==> src/rtl/turn_timer_if.sv <==
// Bundles the turn timer's control inputs and display/status outputs.
// master: game-side driver of start/pause; slave: the timer itself.
interface turn_timer_if #(
  parameter int unsigned CNT_W = 4
);
  logic             start;
  logic             pause;
  logic [CNT_W-1:0] count;
  logic             running;
  logic             finished;
  logic             expired;

  modport master (
    output start, pause,
    input  count, running, finished, expired
  );

  modport slave (
    input  start, pause,
    output count, running, finished, expired
  );
endinterface

==> src/rtl/turn_timer.sv <==
// Per-turn seconds timer: CLK_HZ prescaler feeding a seconds counter that stops at TIMEOUT_S.
// Optional macro TURN_TIMER_COUNTDOWN_EN makes count show remaining instead of elapsed seconds.
module turn_timer #(
  parameter int unsigned CLK_HZ    = 50_000_000,
  parameter int unsigned TIMEOUT_S = 15,
  parameter int unsigned CNT_W     = 4
) (
  input logic          i_clk,
  input logic          i_rst,
  turn_timer_if.slave  bus
);

  localparam int unsigned      PW         = (CLK_HZ > 1) ? $clog2(CLK_HZ) : 1;
  localparam logic [PW-1:0]    PRESC_LAST = PW'(CLK_HZ - 1);
  localparam logic [CNT_W-1:0] SEC_LAST   = CNT_W'(TIMEOUT_S - 1);
  localparam logic [CNT_W-1:0] SEC_MAX    = CNT_W'(TIMEOUT_S);

`ifdef TURN_TIMER_COUNTDOWN_EN
  localparam logic [CNT_W-1:0] COUNT_RST  = SEC_MAX;
`else
  localparam logic [CNT_W-1:0] COUNT_RST  = '0;
`endif

  typedef enum logic [1:0] {StIdle, StRun, StPaused, StDone} state_e;

  state_e           r_state, w_state_d;
  logic [PW-1:0]    r_presc, w_presc_d;
  logic [CNT_W-1:0] r_sec, w_sec_d;
  logic [CNT_W-1:0] r_count, w_count_d;
  logic             r_running, w_running_d;
  logic             r_finished, w_finished_d;
  logic             r_expired, w_expired_d;
  logic             w_tick;

  always_comb begin
    w_state_d   = r_state;
    w_presc_d   = r_presc;
    w_sec_d     = r_sec;
    w_expired_d = 1'b0;
    w_tick      = (r_presc == PRESC_LAST);

    if (bus.start) begin
      w_state_d = StRun;
      w_presc_d = '0;
      w_sec_d   = '0;
    end else begin
      unique case (r_state)
        StIdle: ;
        // The cycle that leaves PAUSED already counts, so a pause costs exactly its length.
        StRun, StPaused: begin
          if (bus.pause) begin
            w_state_d = StPaused;
          end else begin
            w_state_d = StRun;
            if (w_tick) begin
              w_presc_d = '0;
              if (r_sec == SEC_LAST) begin
                w_sec_d     = SEC_MAX;
                w_state_d   = StDone;
                w_expired_d = 1'b1;
              end else begin
                w_sec_d = r_sec + 1'b1;
              end
            end else begin
              w_presc_d = r_presc + 1'b1;
            end
          end
        end
        StDone: ;
      endcase
    end

    w_running_d  = (w_state_d == StRun) || (w_state_d == StPaused);
    w_finished_d = (w_state_d == StDone);
`ifdef TURN_TIMER_COUNTDOWN_EN
    w_count_d    = SEC_MAX - w_sec_d;
`else
    w_count_d    = w_sec_d;
`endif
  end

  always_ff @(posedge i_clk or posedge i_rst) begin
    if (i_rst) begin
      r_state    <= StIdle;
      r_presc    <= '0;
      r_sec      <= '0;
      r_count    <= COUNT_RST;
      r_running  <= 1'b0;
      r_finished <= 1'b0;
      r_expired  <= 1'b0;
    end else begin
      r_state    <= w_state_d;
      r_presc    <= w_presc_d;
      r_sec      <= w_sec_d;
      r_count    <= w_count_d;
      r_running  <= w_running_d;
      r_finished <= w_finished_d;
      r_expired  <= w_expired_d;
    end
  end

  assign bus.count    = r_count;
  assign bus.running  = r_running;
  assign bus.finished = r_finished;
  assign bus.expired  = r_expired;

endmodule

==> src/flat_wrapper.sv <==
// flat-port wrapper written by rule: the top's interface ports become plain ports
module turn_timer_flat 
#(
  parameter int unsigned CLK_HZ    = 50_000_000,
  parameter int unsigned TIMEOUT_S = 15,
  parameter int unsigned CNT_W     = 4
)
  (i_clk, i_rst, bus_start, bus_pause, bus_count, bus_running, bus_finished, bus_expired);
  turn_timer_if #(.CNT_W(CNT_W)) bus_i ();
  input logic i_clk;
  input logic i_rst;
  input wire logic [$bits(bus_i.start)-1:0] bus_start;
  input wire logic [$bits(bus_i.pause)-1:0] bus_pause;
  output wire logic [$bits(bus_i.count)-1:0] bus_count;
  output wire logic [$bits(bus_i.running)-1:0] bus_running;
  output wire logic [$bits(bus_i.finished)-1:0] bus_finished;
  output wire logic [$bits(bus_i.expired)-1:0] bus_expired;
  assign bus_i.start = bus_start;
  assign bus_i.pause = bus_pause;
  assign bus_count = bus_i.count;
  assign bus_running = bus_i.running;
  assign bus_finished = bus_i.finished;
  assign bus_expired = bus_i.expired;
  turn_timer #(.CLK_HZ(CLK_HZ), .TIMEOUT_S(TIMEOUT_S), .CNT_W(CNT_W)) u_core (.i_clk(i_clk), .i_rst(i_rst), .bus(bus_i));
endmodule
==> config.mk <==
export PLATFORM = sky130hd
export DESIGN_NAME = turn_timer_flat
export DESIGN_NICKNAME = d
export VERILOG_FILES = /design/src/rtl/turn_timer_if.sv /design/src/rtl/turn_timer.sv /design/src/flat_wrapper.sv
export SDC_FILE = /design/constraint.sdc
export NUM_CORES = 1
export LEC_CHECK = 0
export ABC_AREA = 1
export BUFFER_PORTS_ARGS = -buffer_cell sky130_fd_sc_hd__buf_4
export CAP_MARGIN = 40
export CORE_ASPECT_RATIO = 0.8
export CORE_MARGIN = 2
export CORE_UTILIZATION = 45
export CTS_BUF_LIST = sky130_fd_sc_hd__clkbuf_16
export DETAILED_ROUTE_END_ITERATION = 8
export PLACE_DENSITY_LB_ADDON = 0.12
export SLEW_MARGIN = 25
export SYNTH_ARGS = -nofsm -noshare
export SYNTH_HDL_FRONTEND = slang
export SYNTH_SLANG_ARGS = --single-unit
==> constraint.sdc <==
create_clock -name i_clk -period 4 [get_ports i_clk]
set_input_delay 0 -clock i_clk [delete_from_list [all_inputs] [get_ports i_clk]]
set_output_delay 0 -clock i_clk [all_outputs]
set_load 0.05 [all_outputs]
Word-level counts from Yosys, hierarchy flattened
Index checks and enable logic that the tools add are counted.
{ "totals": {"out_inout_bits": 7, "elab_cells": 41, "ff_bits": 35, "inputBits": 4} }
{ "classes": {"n_reduce_logical": 6, "n_eq_ne": 8, "addsub": 2, "muxes": 19} }
{ "ops": {"columns": ["op", "count"], "rows": [
  ["two-way mux 26 bit", 4],
  ["adder 26 x 1 -> 26 bit, second input constant", 1],
  ["equality test 26 bit, second input constant", 1],
  ["two-way mux 4 bit", 5],
  ["two-way mux 2 bit", 5],
  ["equality test 2 bit, second input constant", 3],
  ["two-way mux 1 bit", 5],
  ["adder 4 x 1 -> 4 bit, second input constant", 1],
  ["equality test 2 x 1 -> 1 bit, second input constant", 2],
  ["equality test 4 bit, second input constant", 1],
  ["nonzero test 2 bit", 2],
  ["AND reduction 3 bit", 1],
  ["inequality test 2 bit, second input constant", 1],
  ["AND reduction 2 bit", 1],
  ["OR reduction 2 bit", 1],
  ["logical OR 1 bit", 1]
]} }

Longest topological paths before layout
{ "depth": {"word_depth": 8, "mapped_depth": 10, "ltp_nobuf": 10} }

Least setup slack after synthesis
OpenSTA, ideal clock, no wires.
{ "synth_path": {"kind": "register to register", "from": "register u_core.r_sec[1]", "to": "register u_core.r_running (netlist: u_core.bus.running)", "required_time_ps": 3874, "stages_incl_launch_ff": 6, "setup_slack_ps": 2248, "arrival_time_ps": 1626, "path_buffers": 0, "cell_sequence": "dfrtp_1 > ha_1 > nand3_1 > nand3b_1 > a21oi_1 > ha_1"} }
{ "synth_via": {"elab_chain_len": 8, "word_cells_on_any_way": 9} }
{ "synth_rtl": {"columns": ["element", "line_no", "text"], "rows": [
  ["start, declared", "turn_timer.sv:28", "logic [CNT_W-1:0] r_sec, w_sec_d;"],
  ["start signal, assigned", "turn_timer.sv:94", "r_sec <= w_sec_d;"],
  ["equality test 4 bit (*)", "turn_timer.sv:57", "if (r_sec == SEC_LAST) begin"],
  ["two-way mux 2 bit (*)", "turn_timer.sv:57", null],
  ["two-way mux 2 bit (*)", "turn_timer.sv:55", "if (w_tick) begin"],
  ["two-way mux 2 bit (*)", "turn_timer.sv:51", "if (bus.pause) begin"],
  ["two-way mux 2 bit (*)", "turn_timer.sv:47", "unique case (r_state)"],
  ["two-way mux 2 bit (*)", "turn_timer.sv:42", "if (bus.start) begin"],
  ["net u_core.w_state_d[1]", "turn_timer.sv:26", "state_e r_state, w_state_d;"],
  ["equality test 2 x 1 -> 1 bit or equality test 2 bit (tied branches)", "turn_timer.sv:73", "w_running_d = (w_state_d == StRun) || (w_state_d == StPaused);"],
  ["logical OR 1 bit (*)", "turn_timer.sv:73", null],
  ["net u_core.w_running_d", "turn_timer.sv:30", "logic r_running, w_running_d;"],
  ["end signal, assigned", "turn_timer.sv:96", "r_running <= w_running_d;"],
  ["end, declared", "turn_timer.sv:30", null]
]} }
Mark *: on every way through the listed nets, which the timed path passes. The rest lies on a longest branch.
A chain may end at the register's enable or synchronous reset.

Worst setup path after layout
{ "layout_path": {"from": "register u_core.r_state[1]", "to": "register u_core.r_running (netlist: u_core.bus.running)"} }
{ "layout_via": {"elab_chain_len": 6, "word_cells_on_any_way": 8} }
{ "layout_rtl": {"columns": ["element", "line_no", "text"], "rows": [
  ["start, declared", "turn_timer.sv:26", null],
  ["start signal, assigned", "turn_timer.sv:84", "r_state <= StIdle;"],
  ["start signal, assigned", "turn_timer.sv:92", "r_state <= w_state_d;"],
  ["equality test 2 x 1 -> 1 bit or equality test 2 bit (tied branches)", "turn_timer.sv:47", null],
  ["OR reduction 2 bit (*)", "turn_timer.sv:47", null],
  ["two-way mux 2 bit (*)", "turn_timer.sv:47", null],
  ["two-way mux 2 bit (*)", "turn_timer.sv:42", null],
  ["net u_core.w_state_d[0]", "turn_timer.sv:26", null],
  ["equality test 2 x 1 -> 1 bit or equality test 2 bit (tied branches)", "turn_timer.sv:73", null],
  ["logical OR 1 bit (*)", "turn_timer.sv:73", null],
  ["net u_core.w_running_d", "turn_timer.sv:30", null]
]} }
Marks and branches as above.

==> summary.txt <==
Die
  – Core area: 4650 µm²
  – DIE AREA: 5480 µm²
  – Die Width: 82.3 µm
  – Initial core utilization: 47.4%
  – Std-Cell Rows: 22
  – IO Pins: 11
  – Die height: 66.6 µm

Layout
  – Layout cells sized above 1: 14.7%
  – Synthesis-to-layout area growth: 14.2%
  – Number of diodes: 0
  – Layout net count: 327
  – Layout fillers: 463
  – Core Util, Final: 54.1%

Outcome
  – Status: finished clean

Pwr
  – Worst IR Drop VDD: 0.000230 V
  – PD cells: 367 nW/µm²
  – Leak Pwr: 1.17 nW
  – Tot Pwr: 0.000925 W

STA
  – Final Max Tran Viols: 0
  – Worst-Margin Slew: 0.462 ns
  – Final Critical Period: 1.95 ns
  – Unrepaired setup endpoints after global routing: false
  – Clk_skew: 0.00626 ns
  – Final Cycle Share: 48.8%
  – Final hold viol count: 0
  – Slew HR: 69.1%
  – Count of final setup violators: 0
  – F_max: 512 MHz
  – Final TNS setup: 0 ns

Drt
  – DRC violations left: 0
  – Antenna viol nets, final: 0
  – Via count: 1943
  – DR WL/cell: 12.9 µm
  – 1st-iter DRT viols: 119
  – Routed WL: 4900 µm
  – Via density: 5.11
  – DR pass1 iterations: 4

Clock network
  – CTS buffer count: 5
  – Setup Buffers After CTS: 0
  – Clock Tree Buf Depth: 2
  – Post-CTS sizing: 0
  – Htree depth: 2
  – Clk sink count: 35
  – Clock-pin slew on the worst setup and hold paths: 0.06 ns
  – Clock root buffer master: clkbuf_16
  – Worst-Skew Late Latency: 0.28 ns
  – CTS tree: built
  – Hold buffers post-CTS: 2

Global routing
  – Met1 Usage GRT: 32.5%
  – Layer with the highest usage: met1
  – GRT met3 Usage: 4.88%
  – Initial antenna violation count: 0
  – First-pass GRT wire length: 8730 µm
  – Number of global-route vias before repair: 1800
  – Global route overflow: 0
  – GRT Util Overall: 21.5%
  – Met2 Use GR: 29.9%
  – Largest net degree at the start of global routing: 36

Logic synthesis
  – Seq/Total Area, Yosys: 39.7%
  – Ys Warns: 0
  – Synth Area in XOR/XNOR: 3.18%
  – Main combinational cell family by area after synthesis: simple AND/OR/NAND/NOR gates
  – Synth cell types: 31
  – Post-synthesis mux area share: 0%
  – Synth Cell Area: 2200 µm²
  – Cells after Synth: 304
  – Mapped Nets: 312
  – Synth Area in Compound Gates: 3.12%
  – Post-Syn Area per Cell: 7.25 µm²
  – Flops & latches, synth: 35
  – Synth Area in Adders: 2.27%
  – Simple-Gate Fraction of Synth Area: 44.0%

Setup path
  – CP Data Arrival Time: 2.12 ns
  – CP endpoint kind: flop
  – Crit-path max FO: 19
  – Crit start category: flop
  – WP data required: 4.17 ns
  – WS Path Type: flop to flop

Place
  – GPL Wtd Cong: 0.898
  – Port Buffer Count: 10
  – HPWL after DPL: 3520 µm

Worst hold path
  – Min-delay worst type: primary input to flop

Flow run
  – Max Cap Viol: 0
[cell usage in the layout (no fill, tap or decap), drive strengths merged]
cell type / count
a21boi: 1
a21oi: 5
a31oi: 1
and2: 1
buf: 12
bufinv: 1
clkbuf: 5
clkinv: 2
dfrtp: 35
dlygate4sd3: 2
ha: 4
inv: 33
nand2: 102
nand3: 25
nand3b: 4
nand4: 10
nor2: 55
nor3: 6
o21ai: 3
o21bai: 2
or2: 3
xor2: 8
[state kept, by name (all words and copies together) (netlist names)]
name / cells
u_core.r_sec: 4
u_core.bus.finished: 1
u_core.r_presc: 26
u_core.r_state: 2
u_core.bus.expired: 1
u_core.bus.running: 1
[power by group]
part,internal (W),switching [W]
Combinational,0.0000309,0.0000760
Sequential,0.000366,0.0000101
Clock,0.000291,0.000151
Total,0.000688,0.000237
[per-layer routing]
metal | vias to the layer above | wire length (µm) | part of all wire, %
li1 | 988 | - | -
met1 | 910 | 2600 | 53
met2 | 40 | 2050 | 42
met3 | 5 | 191 | 3.9
met4 | 0 | 54 | 1.1
met5 | - | 0 | 0
[synthesized netlist by cell type, drive strengths merged]
library cell | n | area, µm²
a21oi | 5 | 25.0
nand3 | 25 | 143
a31oi | 1 | 6.26
nor2 | 55 | 264
nand4 | 10 | 62.6
or2 | 3 | 18.8
o21ai | 3 | 15.0
inv | 33 | 126
ha | 4 | 50.1
clkbuf | 1 | 3.75
a21boi | 1 | 7.51
buf | 5 | 38.8
xor2 | 8 | 70.1
dfrtp | 35 | 876
nor3 | 6 | 41.3
and2 | 1 | 7.51
nand2 | 102 | 404
o21bai | 2 | 15.0
nand3b | 4 | 30.0
[critical path, cell delays in order, from the launching register on]
cell and delay (ns):
dfrtp_1 0.38, or2_1 0.25, nand2_2 0.12, nand2_1 0.30, buf_8 0.28, inv_2 0.13
nand2_1 0.10, ha_1 0.27
[final timing paths]
kind	start	endpoint	slack, ns	cells past startpoint
worst min-delay path	bus_pause	u_core.r_presc[0]$_DFFE_PP0P_	0.12	6
min in group asynchronous	i_rst	u_core.r_state[1]$_DFF_PP0_	0.39	4
worst min register to register	u_core.r_presc[6]$_DFFE_PP0P_	u_core.r_presc[6]$_DFFE_PP0P_	0.53	2
worst max register to register	u_core.r_state[1]$_DFF_PP0_	u_core.bus.running$_DFF_PP0_	2.05	7
max in group asynchronous	i_rst	u_core.r_presc[14]$_DFFE_PP0P_	3.29	4
worst max-delay path	u_core.r_state[1]$_DFF_PP0_	u_core.bus.running$_DFF_PP0_	2.05	7
[through the flow]
step | worst slack (ns) | hold WS (ns) | instances | area (µm²)
5_1_grt | 1.91 | 0.177 | 380 | 2520
4_1_cts | 2.04 | 0.130 | 380 | 2520
2_1_floorplan | 2.25 | 0.154 | 304 | 2200
6_report | 2.05 | 0.125 | 380 | 2520
3_3_place_gp | 1.85 | 0.137 | 369 | 2320
3_5_place_dp | 2.05 | 0.144 | 370 | 2330
[cells by family after synthesis]
| logic type | after synthesis |
|---|---|
| and+or+nand+nor | 206 |
| adders and majority gates | 4 |
| DFF | 35 |
| xor gates and xnor gates | 8 |
| AOI/OAI and AO/OA | 12 |
| buffers and inverters | 39 |
[area by class of cell]
| cell class | count | area (µm²) | area share, % |
|---|---|---|---|
| flip-flops and latches | 35 | 876 | 34.8 |
| repair buffers | 14 | 118 | 4.67 |
| well taps | 60 | 75.1 | 2.98 |
| multi-input cells | 230 | 1160 | 46.1 |
| clock inverters | 3 | 38.8 | 1.54 |
| inverters | 33 | 126 | 5.02 |
| clock buffers | 5 | 125 | 4.97 |
(Power assumes the default switching activity.)
